==> config.mk <==
export PLATFORM = sky130hd
export DESIGN_NAME = twiddle_sequencer
export DESIGN_NICKNAME = d
export VERILOG_FILES = /design/src/rtl/twiddle_sequencer.sv
export SDC_FILE = /design/constraint.sdc
export NUM_CORES = 1
export LEC_CHECK = 0
export ABC_CLOCK_PERIOD_IN_PS = 2670
export BUFFER_PORTS_ARGS = -buffer_cell sky130_fd_sc_hd__buf_2
export CORE_ASPECT_RATIO = 0.75
export CORE_UTILIZATION = 42
export CTS_BUF_LIST = sky130_fd_sc_hd__clkbuf_8
export DETAILED_ROUTE_END_ITERATION = 10
export GPL_ROUTABILITY_DRIVEN = 0
export RECOVER_POWER = 25
export SLEW_MARGIN = 20
export SYNTH_ARGS = -nofsm -noshare
export SYNTH_HDL_FRONTEND = slang
export SYNTH_SLANG_ARGS = --single-unit
==> constraint.sdc <==
create_clock -name clock -period 2.67 [get_ports clock]
set_input_delay 0.801 -clock clock [delete_from_list [all_inputs] [get_ports clock]]
set_output_delay 0.801 -clock clock [all_outputs]
set_load 0.005 [all_outputs]
==> src/rtl/twiddle_sequencer.sv <==
`default_nettype none
// ============================================================================
// Module   : twiddle_sequencer
// Purpose  : Twiddle-number sequence for one R2^2 SDF butterfly stage, plus
//            valid/first/last/zero markers and a PIPE-deep tc_en/tc_last line.
// Revision : 1.0 - initial release
// ============================================================================
module twiddle_sequencer #(
  parameter int LOG_N = 6,
  parameter int TW_FF = 1,
  parameter int TC_FF = 1
) (
  input  logic             clock,
  input  logic             reset_n,
  input  logic             clear,
  input  logic             di_en,
  output logic [LOG_N-1:0] tw_addr,
  output logic             tw_en,
  output logic             tw_first,
  output logic             tw_last,
  output logic             tw_zero,
  output logic             tc_en,
  output logic             tc_last,
  output logic [LOG_N-1:0] idx
);

  localparam int               PIPE    = TW_FF + TC_FF;
  localparam logic [LOG_N-1:0] CNT_MAX = '1;

  logic [LOG_N-1:0] cnt_q, cnt_d;
  logic [LOG_N-1:0] tw_addr_q;
  logic             tw_en_q, tw_first_q, tw_last_q, tw_zero_q;
  logic [1:0]       quad;
  logic [LOG_N-1:0] mult, offs, tw_num;
  logic             accept;

  // Multiplier is the bit-reversed quadrant: 0,1,2,3 -> 0,2,1,3.
  always_comb begin
    quad   = cnt_q[LOG_N-1 -: 2];
    mult   = {{(LOG_N-2){1'b0}}, quad[0], quad[1]};
    offs   = {2'b00, cnt_q[LOG_N-3:0]};
    tw_num = offs * mult;
  end

  assign accept = di_en & ~clear;

  always_comb begin
    cnt_d = cnt_q;
    if (clear)       cnt_d = '0;
    else if (accept) cnt_d = cnt_q + 1'b1;
  end

  always_ff @(posedge clock or negedge reset_n) begin
    if (!reset_n) begin
      cnt_q      <= '0;
      tw_addr_q  <= '0;
      tw_en_q    <= 1'b0;
      tw_first_q <= 1'b0;
      tw_last_q  <= 1'b0;
      tw_zero_q  <= 1'b1;
    end else begin
      cnt_q      <= cnt_d;
      tw_en_q    <= accept;
      tw_first_q <= accept && (cnt_q == '0);
      tw_last_q  <= accept && (cnt_q == CNT_MAX);
      // Address and zero hint hold through gaps and clear.
      if (accept) begin
        tw_addr_q <= tw_num;
        tw_zero_q <= (tw_num == '0);
      end
    end
  end

  generate
    if (PIPE == 0) begin : g_pipe_none
      assign tc_en   = tw_en_q;
      assign tc_last = tw_last_q;
    end else begin : g_pipe
      logic [PIPE-1:0] en_q, last_q;

      always_ff @(posedge clock or negedge reset_n) begin
        if (!reset_n) begin
          en_q   <= '0;
          last_q <= '0;
        end else if (clear) begin
          en_q   <= '0;
          last_q <= '0;
        end else begin
          en_q[0]   <= tw_en_q;
          last_q[0] <= tw_last_q;
          for (int k = 1; k < PIPE; k++) begin
            en_q[k]   <= en_q[k-1];
            last_q[k] <= last_q[k-1];
          end
        end
      end

      assign tc_en   = en_q[PIPE-1];
      assign tc_last = last_q[PIPE-1];
    end
  endgenerate

  assign tw_addr  = tw_addr_q;
  assign tw_en    = tw_en_q;
  assign tw_first = tw_first_q;
  assign tw_last  = tw_last_q;
  assign tw_zero  = tw_zero_q;
  assign idx      = cnt_q;

endmodule
`default_nettype wire

==> flow_summary.json <==
{
  "status": "finished, violations left",
  "failed_checks": "DRC",
  "setup_ws_ns": 0.803,
  "fin_crit_ns": 1.87,
  "fin_tns_setup_ns": 0,
  "cts_tree": "yes",
  "dpl.cell_count": 133,
  "maxSlewViolCount": 0,
  "clkTransAtPathRegs_ns": 0.07,
  "core_um2": 2070,
  "yosysSeqAreaShare_pct": 52.9,
  "route.detailed.drc": 2,
  "final-setup-viol-count": 0,
  "drt_first_pass_iters": 8,
  "drive_above_1_share_pct": 23.9,
  "swShare_pct": 21.6,
  "rsz0062_at_grt": "no",
  "final_common_cell": "buf_2",
  "clock_sinks": 20,
  "diodes": 0,
  "max_slew_margin_pct": 31.4,
  "boundaryPins": 22,
  "clkPwrFrac_pct": 38.6,
  "cts_hold_buf": 0,
  "die_w_um": 56.9,
  "io_buffers": 21,
  "fmax_ghz": 0.536,
  "top_layer": "met4",
  "num_vias": 704,
  "cp-start-kind": "flop",
  "wl_met3_um": 111,
  "p_comb_share_pct": 6.7,
  "cts.htree.levels": 1,
  "rows": 14,
  "fin_cells": 137,
  "synth_fp_nets": 100,
  "seq_power_share_pct": 54.7,
  "start_util_pct": 45.9,
  "clockBufferDepth": 2,
  "cap_violations": 0,
  "post_cts_resized": 0,
  "startpoint": "idx[0]",
  "dieHeight_um": 43.2,
  "timing.rr.start": "idx[0]",
  "ys_types": 27,
  "wl_met1_um": 818,
  "grt_overflow": 0,
  "grtUsageTotal_pct": 17.1,
  "routed_wirelength_um": 1700,
  "grt_pass1_vias": 708,
  "dp_hpwl_um": 1280,
  "crit_family": "adder cells",
  "clock_latency_ns": 0.25,
  "r2r_cells": 7,
  "worst_clock_skew_ns": 0.00286,
  "via_per_inst": 5.14,
  "slowest_delay_ns": 0.46,
  "layout_worst_path_cycle_share_pct": 69.9,
  "ys_ff_latch": 20,
  "power_leakage_nw": 0.604,
  "r2r_setup_slack_ns": 0.80,
  "reg2reg_to": "tw_zero",
  "synth_warnings": 0,
  "syn_avg_cell_area_um2": 10.5,
  "postCtsSetupBuffers": 0,
  "grt_max_degree": 21,
  "dp_slack_ns": 0.725,
  "syn_to_final_growth_pct": 18.3,
  "crit_chain": "and2_1 > ha_1 > inv_1 > fa_1 > nand4b_1 > nor2_1 > a32o_1",
  "drt-initial-drc-count": 18,
  "cts_made_buffers": 3,
  "syn_inst": 90,
  "dr_wl_met2_um": 750,
  "p_sw_uw": 126,
  "detail_route.wl_per_cell_um": 12.4,
  "worst_ep_required_time_ns": 2.86,
  "hold_viol": 0,
  "critPathSlowestCell": "dfrtp_1",
  "root_buffer": "clkbuf_8",
  "crit_end": "tw_zero",
  "crit_fanout": 7,
  "cp-end-kind": "flop",
  "die_area_um2": 2450,
  "grt_pass1_wl_um": 3050,
  "worstMarginPinSlew_ns": 1.03,
  "hold_class": "flop to flop",
  "antenna_left": 0,
  "nets": 124,
  "internal-power_uw": 458,
  "antenna_found_initial": 0,
  "p_per_area_nw_per_um2": 521,
  "irDropWorstVdd_mv": 0.328,
  "cp.depth": 7,
  "crit_buf_inv": 1,
  "synth_area_um2": 948,
  "critPathKind": "flop to flop",
  "final_cell_mix": "20 x buf_2, 19 x dfrtp_1, 14 x nand2_1",
  "cp.arrival_ns": 2.06
}
==> state kept, by name, summed over array words and instances, names as in the netlist <==
register       cells
tw_first           1
tw_addr            6
tw_en              1
g_pipe.last_q      2
tw_last            1
g_pipe.en_q        2
tw_zero            1
idx                6
==> power by group through the flow <==
stage          sequential, mW  combinational, mW  clock (mW)
2_1_floorplan           0.325             0.0190           0
3_3_place_gp            0.325             0.0394           0
3_5_place_dp            0.325             0.0401           0
4_1_cts                 0.320             0.0403       0.235
5_1_grt                 0.321             0.0439       0.246
6_report                0.320             0.0389       0.226
==> metrics by stage <==
stage / hold WS (ns) / util [%] / power [mW] / instance area [um^2]
2_1_floorplan: 0.439 / - / 0.344 / 948
3_3_place_gp: 0.442 / 51.7 / 0.364 / 1070
3_5_place_dp: 0.448 / 51.7 / 0.365 / 1070
4_1_cts: 0.465 / 54.4 / 0.595 / 1120
5_1_grt: 0.496 / 54.3 / 0.610 / 1120
6_report: 0.459 / 54.3 / 0.584 / 1120
==> per-layer routing <==
metal,vias to the layer above,track usage [%]
li1,337,-
met1,341,20.7
met2,24,27.4
met3,2,6.71
met4,0,6.83
met5,-,0
==> worst min-delay path by stage <==
| stage | slack (ns) | start | to | depth (start not counted) |
|---|---|---|---|---|
| global route | 0.50 | g_pipe.last_q[0] | g_pipe.last_q[1] | 1 |
| detailed placement | 0.45 | g_pipe.last_q[0] | g_pipe.last_q[1] | 1 |
| finish | 0.46 | g_pipe.last_q[0] | g_pipe.last_q[1] | 1 |
| global placement | 0.44 | g_pipe.last_q[0] | g_pipe.last_q[1] | 1 |
| floorplan | 0.44 | g_pipe.en_q[0] | g_pipe.en_q[1] | 1 |
| CTS | 0.46 | g_pipe.last_q[0] | g_pipe.last_q[1] | 1 |
==> cells by family (layout without fill, tap and decap cells) <==
kind of cell | Yosys count | after routing | share of synthesized area [%]
AND/OR/NAND/NOR | 39 | 39 | 21.5
flip-flops | 20 | 20 | 52.9
AO/OA/AOI/OAI | 10 | 10 | 6.33
buffers and inverters | 8 | 31 | 3.96
adder cells (fa/ha/maj) | 6 | 6 | 8.71
XOR/XNOR | 6 | 6 | 5.54
multiplexers | 1 | 1 | 1.06
==> final cells by class <==
type                            instances  area (um^2)
Timing Repair Buffer                   21          104
Inverter                                6         22.5
Clock buffer                            4         55.1
Tap cell                               24         30.0
Sequential cell                        20          502
Multi-Input combinational cell         62          409
Fill cell                             198          945
==> cells in the mapped netlist (all sizes together) <==
library cell / count / share of area, %
dfrtp: 19 / 50
nand2: 14 / 5.5
and2: 6 / 4.0
inv: 6 / 2.4
nor2: 6 / 2.4
ha: 5 / 6.6
nor2b: 5 / 3.3
o21ai: 5 / 2.6
xnor2: 3 / 2.8
xor2: 3 / 2.8
a21oi: 2 / 1.1
nand4: 2 / 2.0
a21o: 1 / 0.79
a32o: 1 / 1.1
and3: 1 / 0.66
buf: 1 / 1.2
clkbuf: 1 / 0.40
dfstp: 1 / 2.8
fa: 1 / 2.1
mux2i: 1 / 1.1
nand2b: 1 / 0.92
nand4b: 1 / 0.92
nor3: 1 / 0.53
nor4: 1 / 0.66
o21bai: 1 / 0.79
or3: 1 / 0.66
No activity file was read; power rests on OpenSTA's default activity.
